==> src/rtl/stream_mux_pkg.sv <==
// Shared constants and helpers for the stream multiplexer.
package stream_mux_pkg;

  localparam logic MODE_MANUAL = 1'b0;
  localparam logic MODE_RR     = 1'b1;

  // Ceiling log2; clog2(1) = 0.
  function automatic int clog2(input int n);
    int r;
    r = 0;
    while ((1 << r) < n) r++;
    return r;
  endfunction

  // Channel-index width: never narrower than one bit.
  function automatic int sw_of(input int n);
    return (clog2(n) > 1) ? clog2(n) : 1;
  endfunction

endpackage

==> src/rtl/stream_mux_if.sv <==
// Stream mux bus: N producer channels in, one consumer stream out.
// STREAM_MUX_LAST_EN adds in_last / out_last packet delimiters.
interface stream_mux_if
  import stream_mux_pkg::*;
#(
  parameter int N = 4,
  parameter int W = 8
);
  localparam int SW = sw_of(N);

  logic [N*W-1:0] in_data;
  logic [N-1:0]   in_valid;
  logic [N-1:0]   in_ready;
  logic [SW-1:0]  sel;
  logic           mode;
  logic [W-1:0]   out_data;
  logic           out_valid;
  logic [SW-1:0]  out_ch;
  logic           out_ready;
`ifdef STREAM_MUX_LAST_EN
  logic [N-1:0]   in_last;
  logic           out_last;
`endif

  // Environment side: producers, consumer and control.
  modport master (
    output in_data, in_valid, sel, mode, out_ready,
`ifdef STREAM_MUX_LAST_EN
    output in_last,
    input  out_last,
`endif
    input  in_ready, out_data, out_valid, out_ch
  );

  // Mux side.
  modport slave (
    input  in_data, in_valid, sel, mode, out_ready,
`ifdef STREAM_MUX_LAST_EN
    input  in_last,
    output out_last,
`endif
    output in_ready, out_data, out_valid, out_ch
  );

endinterface

==> src/rtl/stream_mux_rr_arbiter.sv <==
// Rotating-priority arbiter: first set req bit at or after ptr, wrapping.
module rr_arbiter
  import stream_mux_pkg::*;
#(
  parameter int N  = 4,
  parameter int SW = 2
) (
  input  logic [N-1:0]  req,
  input  logic [SW-1:0] ptr,
  output logic [N-1:0]  gnt,
  output logic [SW-1:0] gnt_idx,
  output logic          any
);

  int idx;

  // Walk channels from ptr upward, taking the first requester.
  always_comb begin
    gnt     = '0;
    gnt_idx = '0;
    any     = 1'b0;
    idx     = 0;
    for (int i = 0; i < N; i++) begin
      idx = int'(ptr) + i;
      if (idx >= N) idx = idx - N;
      if (!any && req[idx]) begin
        gnt[idx] = 1'b1;
        gnt_idx  = idx[SW-1:0];
        any      = 1'b1;
      end
    end
  end

endmodule

==> src/rtl/stream_mux.sv <==
// N-channel valid/ready stream mux, manual-select or round-robin,
// registered output stage. STREAM_MUX_LAST_EN adds packet locking.
module stream_mux
  import stream_mux_pkg::*;
#(
  parameter int N = 4,
  parameter int W = 8
) (
  input  logic        clk,
  input  logic        rst,
  stream_mux_if.slave bus
);

  localparam int SW = sw_of(N);

  logic [SW-1:0] ptr_q, ptr_d;
  logic [SW-1:0] ch_q, ch_d;
  logic [W-1:0]  data_q, data_d;
  logic          vld_q, vld_d;
  logic [N-1:0]  req, gnt;
  logic [SW-1:0] gnt_idx, ptr_nxt;
  logic          any, free, xfer;
`ifdef STREAM_MUX_LAST_EN
  logic          lock_q, lock_d;
  logic [SW-1:0] lock_ch_q, lock_ch_d;
  logic          last_q, last_d;
`endif

  // Eligible requesters: a held packet lock overrides mode/sel.
  always_comb begin
    req = '0;
    if (bus.mode == MODE_RR) req = bus.in_valid;
    else if (int'(bus.sel) < N) req[bus.sel] = bus.in_valid[bus.sel];
`ifdef STREAM_MUX_LAST_EN
    if (lock_q) begin
      req            = '0;
      req[lock_ch_q] = bus.in_valid[lock_ch_q];
    end
`endif
  end

  // In manual/locked mode only one bit of req can be set, so the start
  // point is irrelevant and ptr_q can feed the arbiter unconditionally.
  rr_arbiter #(.N(N), .SW(SW)) u_arb (
    .req     (req),
    .ptr     (ptr_q),
    .gnt     (gnt),
    .gnt_idx (gnt_idx),
    .any     (any)
  );

  assign free    = !vld_q || bus.out_ready;
  assign xfer    = any && free && !rst;
  assign ptr_nxt = (int'(gnt_idx) == N - 1) ? '0 : gnt_idx + 1'b1;

  assign bus.in_ready  = xfer ? gnt : '0;
  assign bus.out_data  = data_q;
  assign bus.out_valid = vld_q;
  assign bus.out_ch    = ch_q;
`ifdef STREAM_MUX_LAST_EN
  assign bus.out_last  = last_q;
`endif

  // Output register load, pointer advance and lock tracking.
  always_comb begin
    vld_d     = vld_q;
    data_d    = data_q;
    ch_d      = ch_q;
    ptr_d     = ptr_q;
`ifdef STREAM_MUX_LAST_EN
    lock_d    = lock_q;
    lock_ch_d = lock_ch_q;
    last_d    = last_q;
`endif
    if (free) vld_d = xfer;
    if (xfer) begin
      data_d = bus.in_data[int'(gnt_idx)*W +: W];
      ch_d   = gnt_idx;
`ifdef STREAM_MUX_LAST_EN
      last_d    = bus.in_last[gnt_idx];
      lock_d    = !bus.in_last[gnt_idx];
      lock_ch_d = gnt_idx;
      if (bus.mode == MODE_RR && bus.in_last[gnt_idx]) ptr_d = ptr_nxt;
`else
      if (bus.mode == MODE_RR) ptr_d = ptr_nxt;
`endif
    end
  end

  // State flops with synchronous reset.
  always_ff @(posedge clk) begin
    if (rst) begin
      vld_q     <= 1'b0;
      data_q    <= '0;
      ch_q      <= '0;
      ptr_q     <= '0;
`ifdef STREAM_MUX_LAST_EN
      lock_q    <= 1'b0;
      lock_ch_q <= '0;
      last_q    <= 1'b0;
`endif
    end else begin
      vld_q     <= vld_d;
      data_q    <= data_d;
      ch_q      <= ch_d;
      ptr_q     <= ptr_d;
`ifdef STREAM_MUX_LAST_EN
      lock_q    <= lock_d;
      lock_ch_q <= lock_ch_d;
      last_q    <= last_d;
`endif
    end
  end

endmodule

==> src/flat_wrapper.sv <==
// flat-port wrapper written by rule: the top's interface ports become plain ports
module stream_mux_flat import stream_mux_pkg::*;
#(
  parameter int N = 4,
  parameter int W = 8
)
  (clk, rst, bus_in_data, bus_in_valid, bus_sel, bus_mode, bus_out_ready, bus_in_ready, bus_out_data, bus_out_valid, bus_out_ch);
  stream_mux_if #(.N(N), .W(W)) bus_i ();
  input  logic clk;
  input  logic rst;
  input wire logic [$bits(bus_i.in_data)-1:0] bus_in_data;
  input wire logic [$bits(bus_i.in_valid)-1:0] bus_in_valid;
  input wire logic [$bits(bus_i.sel)-1:0] bus_sel;
  input wire logic [$bits(bus_i.mode)-1:0] bus_mode;
  input wire logic [$bits(bus_i.out_ready)-1:0] bus_out_ready;
  output wire logic [$bits(bus_i.in_ready)-1:0] bus_in_ready;
  output wire logic [$bits(bus_i.out_data)-1:0] bus_out_data;
  output wire logic [$bits(bus_i.out_valid)-1:0] bus_out_valid;
  output wire logic [$bits(bus_i.out_ch)-1:0] bus_out_ch;
  assign bus_i.in_data = bus_in_data;
  assign bus_i.in_valid = bus_in_valid;
  assign bus_i.sel = bus_sel;
  assign bus_i.mode = bus_mode;
  assign bus_i.out_ready = bus_out_ready;
  assign bus_in_ready = bus_i.in_ready;
  assign bus_out_data = bus_i.out_data;
  assign bus_out_valid = bus_i.out_valid;
  assign bus_out_ch = bus_i.out_ch;
  stream_mux #(.N(N), .W(W)) u_core (.clk(clk), .rst(rst), .bus(bus_i));
endmodule
==> config.mk <==
export PLATFORM = sky130hd
export DESIGN_NAME = stream_mux_flat
export DESIGN_NICKNAME = d
export VERILOG_FILES = /design/src/rtl/stream_mux_pkg.sv /design/src/rtl/stream_mux_if.sv /design/src/rtl/stream_mux_rr_arbiter.sv /design/src/rtl/stream_mux.sv /design/src/flat_wrapper.sv
export SDC_FILE = /design/constraint.sdc
export NUM_CORES = 1
export LEC_CHECK = 0
export CAP_MARGIN = 25
export CORE_AREA = 2 2 59 61
export CTS_CLUSTER_DIAMETER = 40
export DETAILED_ROUTE_END_ITERATION = 6
export DIE_AREA = 0 0 61 63
export PLACE_DENSITY_LB_ADDON = 0.15
export SYNTH_ARGS = -nofsm -noshare
export SYNTH_HDL_FRONTEND = slang
export SYNTH_HIERARCHICAL = 1
export SYNTH_SLANG_ARGS = --single-unit
export TNS_END_PERCENT = 100
==> constraint.sdc <==
create_clock -name clk -period 7.1 [get_ports clk]
set_clock_uncertainty 0.15 [all_clocks]
set_input_delay 1.42 -clock clk [delete_from_list [all_inputs] [get_ports clk]]
set_output_delay 1.42 -clock clk [all_outputs]
set_load 0.1 [all_outputs]
* Yosys cells after proc, flatten, opt, wreduce, memory -nomap -nowiden
Index checks and enable logic that the tools add are counted.
** Storage, ports and cells
- Flip-flop bits (word level) :: 13
- Bits in latches :: 0
- RAM bits :: 0
- Bits in read-only memories :: 0
- Input bits :: 42
- Output and inout port bits :: 15
- Logic and storage cells :: 92
- Memories :: 0
** Cells by class
- $add $sub $neg :: 8
- Multipliers :: 0
- Divide/modulo/power cells :: 0
- Order comparisons :: 14
- Eq/ne operators :: 1
- Shift-type cells :: 1
- Multiplexer cells :: 43
- Bitwise operators :: 4
- Reductions and logical operators :: 17
** Operator list (count)
- 32-bit by 1-bit greater-or-equal comparator with 1-bit output (second input constant) :: 4
- 32-bit by 4-bit < comparator with 1-bit output (second input constant) :: 4
- 32-bit 2-to-1 mux :: 4
- 32-bit by 6-bit indexed part select with 8-bit output :: 1
- 4-bit 2-to-1 mux :: 6
- 1-bit 2-to-1 mux :: 18
- 4-bit OR :: 3
- 3-bit by 3-bit subtractor with 4-bit output (second input constant) :: 3
- 1-bit binary-select mux with 2-bit select :: 5
- 1-bit demux with 2-bit select :: 5
- 1-bit logical AND :: 10
- 2-bit 2-to-1 mux :: 5
- 3-bit greater-or-equal comparator (second input constant) :: 3
- 2-bit by 2-bit adder with 3-bit output (second input constant) :: 2
- 1-bit zero test :: 5
- 4-bit bitwise AND :: 1
- 2-bit by 3-bit subtractor with 4-bit output (second input constant) :: 1
- 2-bit by 1-bit adder with 3-bit output (second input constant) :: 1
- 2-bit by 3-bit greater-or-equal comparator with 1-bit output (second input constant) :: 1
- 2-bit by 3-bit < comparator with 1-bit output (second input constant) :: 1
- 2-bit by 1-bit adder with 2-bit output (second input constant) :: 1
- 2-bit by 1-bit == test with 1-bit output (second input constant) :: 1
- 2-bit by 1-bit greater-or-equal comparator with 1-bit output (second input constant) :: 1
- 2-bit AND reduction :: 1
- 1-bit logical OR :: 1

* Logic depth before layout (Yosys ltp)
Gate-level depths: netlist (run 1).
- Depth after elaboration :: 22
- Gate-level depth with buffers :: 12
- Depth with buffers taken out :: 10

* Hierarchy
The synthesis (run 1) kept the hierarchy.
** By module, submodules not included
- stream_mux :: times used 1, cells each 84, area an instance 788.3 µm², sequential area each 260.2 µm²
- rr_arbiter :: times used 1, cells each 48, area an instance 460.4 µm², sequential area each 0.0 µm²

* Least setup slack after synthesis (run 1)
OpenSTA, ideal clock, no wires.
- Path type :: in2out
- Start :: in bus_sel[0]
- End :: out bus_in_ready[0]
- Data arrival time :: 3589 ps
- Data required time :: 5530 ps
- Setup slack :: 1941 ps
- Stages on the path :: 9
- Path through :: nand2b_1 -> a21boi_0 -> mux4_2 -> buf_6 -> nor3_1 -> nand2b_1 -> inv_1 -> nor3_1 -> and2_1
** Between the ends
- Longest elaborated chain between the ends :: 22
- Elaborated cells on any way between the ends :: 41
- Those cells by class :: order compare (2); mux (26); bitwise (4); reduce/logical (9)
** Ends and longest elaborated chain
- start, declared :: line flat_wrapper.sv:13 : input wire logic [$bits(bus_i.sel)-1:0] bus_sel;
- 2-bit by 3-bit < comparator with 1-bit output (not written as such) / 2-bit by 1-bit greater-or-equal comparator with 1-bit output (equally long branches) :: line stream_mux.sv:33 : else if (int'(bus.sel) < N) req[bus.sel] = bus.in_valid[bus.sel];
- 1-bit logical AND (not written as such) :: line stream_mux.sv:33
- 1-bit 2-to-1 mux (not written as such) :: line stream_mux.sv:33
- 1-bit demux with 2-bit select
- 4-bit bitwise AND (no source line) (*)
- 4-bit 2-to-1 mux (*) :: line stream_mux.sv:32 : if (bus.mode == MODE_RR) req = bus.in_valid;
- named net u_core.req[2] :: line stream_mux.sv:20 : logic [N-1:0] req, gnt;
- 1-bit binary-select mux with 2-bit select :: line stream_mux_rr_arbiter.sv:26 : if (!any && req[idx]) begin
- (+7 left out)
- 1-bit logical AND :: line stream_mux_rr_arbiter.sv:26
- 1-bit 2-to-1 mux :: line stream_mux_rr_arbiter.sv:26
- 1-bit zero test :: line stream_mux_rr_arbiter.sv:26
- 1-bit logical AND :: line stream_mux_rr_arbiter.sv:26
- 1-bit 2-to-1 mux (*) :: line stream_mux_rr_arbiter.sv:26
- named net u_core.any :: line stream_mux.sv:22 : logic any, free, xfer;
- 1-bit logical AND (*) (2 in series) :: line stream_mux.sv:53 : assign xfer = any && free && !rst;
- 4-bit 2-to-1 mux (*) :: line stream_mux.sv:56 : assign bus.in_ready = xfer ? gnt : '0;
- end, declared :: line flat_wrapper.sv:16 : output wire logic [$bits(bus_i.in_ready)-1:0] bus_in_ready;
Mark *: on every way through the listed nets, which the timed path passes. The rest lies on a longest branch. The select of a mux whose other input is x is not followed.

* Final worst setup path (run 1)
- Start :: in bus_mode
- End :: out bus_in_ready[3]
** Between the ends
- Longest elaborated chain between the ends :: 17
- Elaborated cells on any way between the ends :: 33
- Those cells by class :: mux (22); bitwise (3); reduce/logical (8)
** Ends and longest elaborated chain
- start, declared :: line flat_wrapper.sv:14 : input wire logic [$bits(bus_i.mode)-1:0] bus_mode;
- 4-bit 2-to-1 mux (*) :: line stream_mux.sv:32
- named net u_core.req[1] :: line stream_mux.sv:20
- 1-bit binary-select mux with 2-bit select :: line stream_mux_rr_arbiter.sv:26
- 1-bit 2-to-1 mux (not written as such) (2 in series) :: line stream_mux_rr_arbiter.sv:26
- 1-bit 2-to-1 mux :: line stream_mux_rr_arbiter.sv:26
- 1-bit zero test :: line stream_mux_rr_arbiter.sv:26
- 1-bit logical AND :: line stream_mux_rr_arbiter.sv:26
- 1-bit 2-to-1 mux :: line stream_mux_rr_arbiter.sv:26
- 1-bit zero test :: line stream_mux_rr_arbiter.sv:26
- 1-bit logical AND :: line stream_mux_rr_arbiter.sv:26
- 1-bit 2-to-1 mux :: line stream_mux_rr_arbiter.sv:26
- 1-bit zero test :: line stream_mux_rr_arbiter.sv:26
- 1-bit logical AND :: line stream_mux_rr_arbiter.sv:26
- 1-bit 2-to-1 mux (*) :: line stream_mux_rr_arbiter.sv:26
- named net u_core.any :: line stream_mux.sv:22
- 1-bit logical AND (*) (2 in series) :: line stream_mux.sv:53
- 4-bit 2-to-1 mux (*) :: line stream_mux.sv:56
Marked as above.

==> summary.txt, run 1 <==
Detailed routing
  – Vias per cell: 5.410
  – DR WL/cell: 13.77 um
  – Drt drc: 0
  – Routed Antenna Nets: 0
  – Vias: 1,239
  – Initial DRT Pass Iterations: 4
  – Initial drt markers: 61
  – Drt total wl: 3153 um

Finish
  – Share of layout cells above drive strength 1: 12.02%
  – Final Cell Area: 1832 um^2
  – Area growth syn-to-layout: 46.69%
  – # fillers: 312
  – Nets: 235
  – Inserted Diodes: 0
  – Final core utilization: 56.68%

Clock network
  – Root buf cell: clkbuf_4
  – CTS Buf Count: 3
  – Maximum level of the CTS H-tree: 1
  – Max Buffers Root-to-Sink: 2
  – CTS tree: yes
  – Skew-Pair Late Insertion Delay: 0.27 ns
  – Clock-pin slew on the worst setup and hold paths: 0.07 ns
  – Hold Buf Count CTS: 0
  – Post-CTS Setup Bufs: 0
  – Clock sinks: 13
  – Number of gates resized after CTS: 0

Global route
  – First-pass GRT wire length: 5057 um
  – GRT Total Usage: 16.66%
  – Largest net degree at the start of global routing: 16
  – Gr ovfl total: 0
  – Initial antenna violation count: 0
  – Vias in the first global route: 1,160

Worst setup path
  – Largest stage delay, worst path: 0.62 ns
  – Critical Path AT: 4.67 ns
  – Path depth of the worst reg2reg path: 8
  – Critical Path Source Type: primary input
  – Worst r2r src: u_core/ptr_q[0]
  – Crit path required time: 5.53 ns
  – R2r setup slk: 3.49 ns
  – Worst-path fanout max: 14
  – CP endpoint kind: output port
  – CP Cell Sequence: clkdlybuf4s50_1, inv_1, a21boi_0, mux4_1, nor3_1, nand2b_1, inv_1, nor3_1, and2_1, buf_4
  – CP Class: in2out
  – R2r endpoint: u_core/bus.out_data[1]
  – Slowest stage cell, crit path: mux4_1

Timing
  – Fin. Hold Viols: 0
  – Hold_ws: 0.3282 ns
  – Max Freq: 160.1 MHz
  – Worst-margin pin slew: 0.9756 ns
  – Final slew viol count: 0
  – TNS Setup: 0 ns
  – Slew headroom: 34.75%
  – Post-layout minimum cycle time: 6.244 ns
  – Final setup vio count: 0
  – RSZ-0062 raised after global routing: false
  – Part of the cycle the worst path needs: 87.95%

Power and ir drop
  – Worst IR Drop VDD: 0.0001230 V
  – Power Density: 505.5 nW/um^2
  – LEAKAGE: 0.0006719 uW

Synthesis
  – Main flop type after synthesis: dfxtp_1
  – Post-Syn Area: 1249 um^2
  – Ys async rst share: 0%
  – Compound-Gate Fraction of Synth Area: 22.55%
  – Post-Synth Simple-Gate Area: 15.53%
  – Mapped Cells: 132
  – Xor and xnor fraction of the mapped netlist area: 0%
  – Mapped Nets: 183
  – Syn avg cell area: 9.460 um^2
  – Yosys top cell area share: 20.84%
  – Most instantiated cells after synthesis: a21oi_1 (15), o21ai_0 (15), dfxtp_1 (13)
  – Share of the yosys chip area belonging to registers: 20.84%
  – Adder-cell area share of the yosys netlist: 9.018%
  – Cell taking the most area after synthesis: dfxtp_1
  – Largest family of logic cells by synthesized area: multiplexers
  – Yosys reg bits: 13
  – Yosys warns: 6
  – Post-synthesis mux area share: 25.15%
  – Area contributors post-synth: dfxtp_1 (21%), mux4_2 (16%), ha_1 (9.0%)
  – Post-synth EDFFs: 0
  – Post-synth cell types: 32

Worst hold path
  – Min-delay worst type: reg2reg
  – Worst Hold End: u_core/bus.out_ch[0]
  – Hold path start: u_core/bus.out_ch[0]
  – Cell depth of the worst hold path: 2

Placed design
  – Placer Congestion: 0.8457
  – Port Buffer Count: 56
  – Post-detailed-placement half-perimeter wirelength: 2512 um
  – Placed inst area: 1805 um^2

Floorplanning
  – Die footprint: 3843 um^2
  – Starting Density: 38.64%
  – Die W: 61 um
  – CORE AREA: 3232 um^2
  – Die Height: 63 um
  – Num ports: 57
  – Cell Rows: 21

Flow run
  – MaxCap Viol Count: 0

Run status
  – Status: completed
metrics by stage:
stage          setup slack [ns]  instances  total power [uW]
3_3_place_gp              1.029        225             872.6
4_1_cts                  0.8174        229             928.1
2_1_floorplan             1.941        132             748.4
3_5_place_dp             0.8352        225             883.2
5_1_grt                  0.5139        229             990.5
6_report                 0.8555        229             926.0
worst max path at each step:
stage	slack, ns	depth (start not counted)	endpoint	startpoint
floorplan	1.94	9	bus_in_ready[0]	bus_sel[0]
global placement	1.03	10	bus_in_ready[3]	bus_mode
detailed placement	0.84	10	bus_in_ready[3]	bus_mode
CTS	0.82	10	bus_in_ready[3]	bus_mode
global route	0.51	10	bus_in_ready[2]	bus_mode
finish	0.86	10	bus_in_ready[3]	bus_mode
where the power goes:
part | leakage [uW] | switching, uW | internal, uW
combinational | 0.000550 | 467 | 280
sequential | 0.000107 | 32.3 | 102
clock | 0.0000150 | 22.6 | 21.8
total | 0.000672 | 522 | 404
final cells by class:
cell class	count	area [um^2]	area share [%]
tap	46	57.56	3.142
inverter	6	22.52	1.230
sequential	13	260.3	14.21
timing repair buffer	57	558.0	30.46
multi-input combinational	103	907.1	49.52
clock buffer	4	26.28	1.434
placed cells by master, fill, tap and decap left out, drive strengths merged, types with 5 or more instances in the layout:
| cell type | count |
|---|---|
| dfxtp | 13 |
| o21ai | 15 |
| a21oi | 15 |
| ha | 9 |
| nand3 | 10 |
| clkdlybuf4s50 | 52 |
| a22oi | 8 |
| inv | 6 |
| mux4 | 12 |
| buf | 5 |
flip-flops by register name (all words and copies together) (netlist names):
register and cells:
u_core/bus.out_data 8, u_core/bus.out_ch 2, u_core/ptr_q 2, u_core/bus.out_valid 1
metal layers:
| metal | routed length (um) | global-route usage, % |
|---|---|---|
| met5 | 0 | 0 |
| met4 | 23 | 5.435 |
| met3 | 163 | 1.449 |
| met2 | 1562 | 27.15 |
| met1 | 1404 | 22.72 |
critical path, delay by kind of cell:
| family | cells | cell delay, ns |
|---|---|---|
| buffers and inverters | 4 | 1.24 |
| AND/OR/NAND/NOR | 4 | 0.99 |
| multiplexers | 1 | 0.62 |
| AO/OA/AOI/OAI | 1 | 0.39 |
kinds of logic after synthesis:
group,count (synthesis)
AO/OA/AOI/OAI,47
adder cells (fa/ha/maj),9
buffers and inverters,16
flip-flops,13
multiplexers,15
AND/OR/NAND/NOR,32
(Power assumes the default switching activity.)
==> inputs of run 2 (changes only) <==
--- a/config.mk
+++ b/config.mk
@@ -11,6 +11,7 @@
 export DETAILED_ROUTE_END_ITERATION = 6
 export DIE_AREA = 0 0 61 63
 export PLACE_DENSITY_LB_ADDON = 0.15
+export RECOVER_POWER = 25
 export SYNTH_ARGS = -nofsm -noshare
 export SYNTH_HDL_FRONTEND = slang
 export SYNTH_HIERARCHICAL = 1
==> run 2 against run 1 <==
Combinational power fell by 0.8%; sequential cell count did not move; critical endpoint unchanged; non-clock buffer count did not move; largest power group unchanged; wire length fell by 0.32%; final cell count did not move.
==> summary.txt, run 2 (same netlist as run 1, synthesis figures left out) <==
Run status
  – Status: completed

Timing
  – TNS Setup: 0 ns
  – Fin. Hold Viols: 0
  – Max Freq: 160.2 MHz
  – RSZ-0062 raised after global routing: false
  – Post-layout minimum cycle time: 6.242 ns
  – Final setup vio count: 0
  – Part of the cycle the worst path needs: 87.91%
  – Setup ws final: 0.8582 ns
  – Final slew viol count: 0
  – Slew headroom: 34.08%
  – Worst-margin pin slew: 0.9855 ns

Clock network
  – Root buf cell: clkbuf_4
  – Clock-pin slew on the worst setup and hold paths: 0.07 ns
  – Maximum level of the CTS H-tree: 1
  – CTS tree: yes
  – Max Buffers Root-to-Sink: 2
  – Number of gates resized after CTS: 0
  – Hold Buf Count CTS: 0
  – CTS Buf Count: 3
  – Clock sinks: 13
  – Post-CTS Setup Bufs: 0
  – Skew-Pair Late Insertion Delay: 0.27 ns

Placed design
  – Placer Congestion: 0.8457
  – Port Buffer Count: 56
  – Pre-CTS worst setup slack: 0.8352 ns
  – Post-detailed-placement half-perimeter wirelength: 2512 um
  – Placed inst area: 1805 um^2
  – DP Cell Count: 225

Finish
  – Commonest non-fill, non-tap cell in the layout: clkdlybuf4s50_1
  – Nets: 235
  – Final Cell Area: 1832 um^2
  – Most frequent cells in the layout: clkdlybuf4s50_1 (45), a21oi_1 (15), o21ai_0 (15)
  – Inserted Diodes: 0
  – Cell Count, Final, Fillers Out: 229
  – Largest register FFs: 8
  – Share of layout cells above drive strength 1: 12.02%
  – Area growth syn-to-layout: 46.69%

Worst hold path
  – Cell depth of the worst hold path: 2
  – Min-delay worst type: reg2reg

Global route
  – First-pass GRT wire length: 5057 um
  – GRT Total Usage: 16.66%
  – Largest net degree at the start of global routing: 16
  – Gr ovfl total: 0
  – Vias in the first global route: 1,160
  – Initial antenna violation count: 0

Detailed routing
  – Drt total wl: 3143 um
  – DR WL/cell: 13.72 um
  – Routed Antenna Nets: 0
  – Vias per cell: 5.376
  – Vias: 1,231
  – Initial drt markers: 61
  – Drt drc: 0
  – Initial DRT Pass Iterations: 4

Floorplanning
  – Cell Rows: 21
  – Starting Density: 38.64%
  – Die Height: 63 um
  – CORE AREA: 3232 um^2
  – Die footprint: 3843 um^2
  – Die W: 61 um
  – Num ports: 57

Worst setup path
  – CP endpoint kind: output port
  – CP Class: in2out
  – Worst-path fanout max: 14
  – Critical Path AT: 4.67 ns
  – Crit path required time: 5.53 ns
  – Critical Path Source Type: primary input
  – Path depth of the worst reg2reg path: 8

Power and ir drop
  – Worst IR Drop VDD: 0.0001226 V
  – Power Density: 501.9 nW/um^2
  – LEAKAGE: 0.0006897 uW
  – Design Power: 919.3 uW

Flow run
  – MaxCap Viol Count: 0
==> run 2: changes by cell type in the layout (fill, tap and decap cells not counted), sizes merged <==
cell / change
dlygate4sd3: +7
clkdlybuf4s50: -7
==> run 2: critical path: stages <==
cell	delay, ns
clkdlybuf4s50_1	0.55
inv_1	0.12
a21boi_0	0.39
mux4_1	0.62
nor3_1	0.15
nand2b_1	0.34
inv_1	0.29
nor3_1	0.33
and2_1	0.17
buf_4	0.28
==> run 2: through the flow <==
step	utilization [%]	hold slack, ns
2_1_floorplan	-	0.3665
3_3_place_gp	55.87	0.3142
3_5_place_dp	55.87	0.3211
4_1_cts	56.68	0.3310
5_1_grt	56.68	0.3488
6_report	56.68	0.3253
==> run 2: power by group <==
part / leakage (uW) / internal (uW) / switching, uW
clock network: 0.0000150 / 21.8 / 22.3
registers: 0.000107 / 102 / 31.7
logic: 0.000567 / 274 / 467
total: 0.000690 / 399 / 521
==> run 2: layer usage <==
layer / part of all wire (%) / up-vias / track usage [%]
met1: 45 / 572 / 22.72
met2: 49 / 45 / 27.15
met3: 4.8 / 4 / 1.449
li1: - / 610 / -
met4: 0.73 / 0 / 5.435
met5: 0 / - / 0
==> run 2: final cells by class <==
type                            count  area (um^2)
Clock buffer                        4        26.28
Multi-Input combinational cell    103        907.1
Timing Repair Buffer               57        558.0
Sequential cell                    13        260.3
Fill cell                         312         1400
Tap cell                           46        57.56
Inverter                            6        22.52
==> run 2: worst paths after layout <==
check	from	end	slack, ns
worst max-delay path	bus_mode	bus_in_ready[3]	0.86
worst min-delay path	u_core/bus.out_ch[0]	u_core/bus.out_ch[0]	0.33
worst max register to register	u_core/ptr_q[0]	u_core/bus.out_data[1]	3.49
worst min register to register	u_core/bus.out_ch[0]	u_core/bus.out_ch[0]	0.33
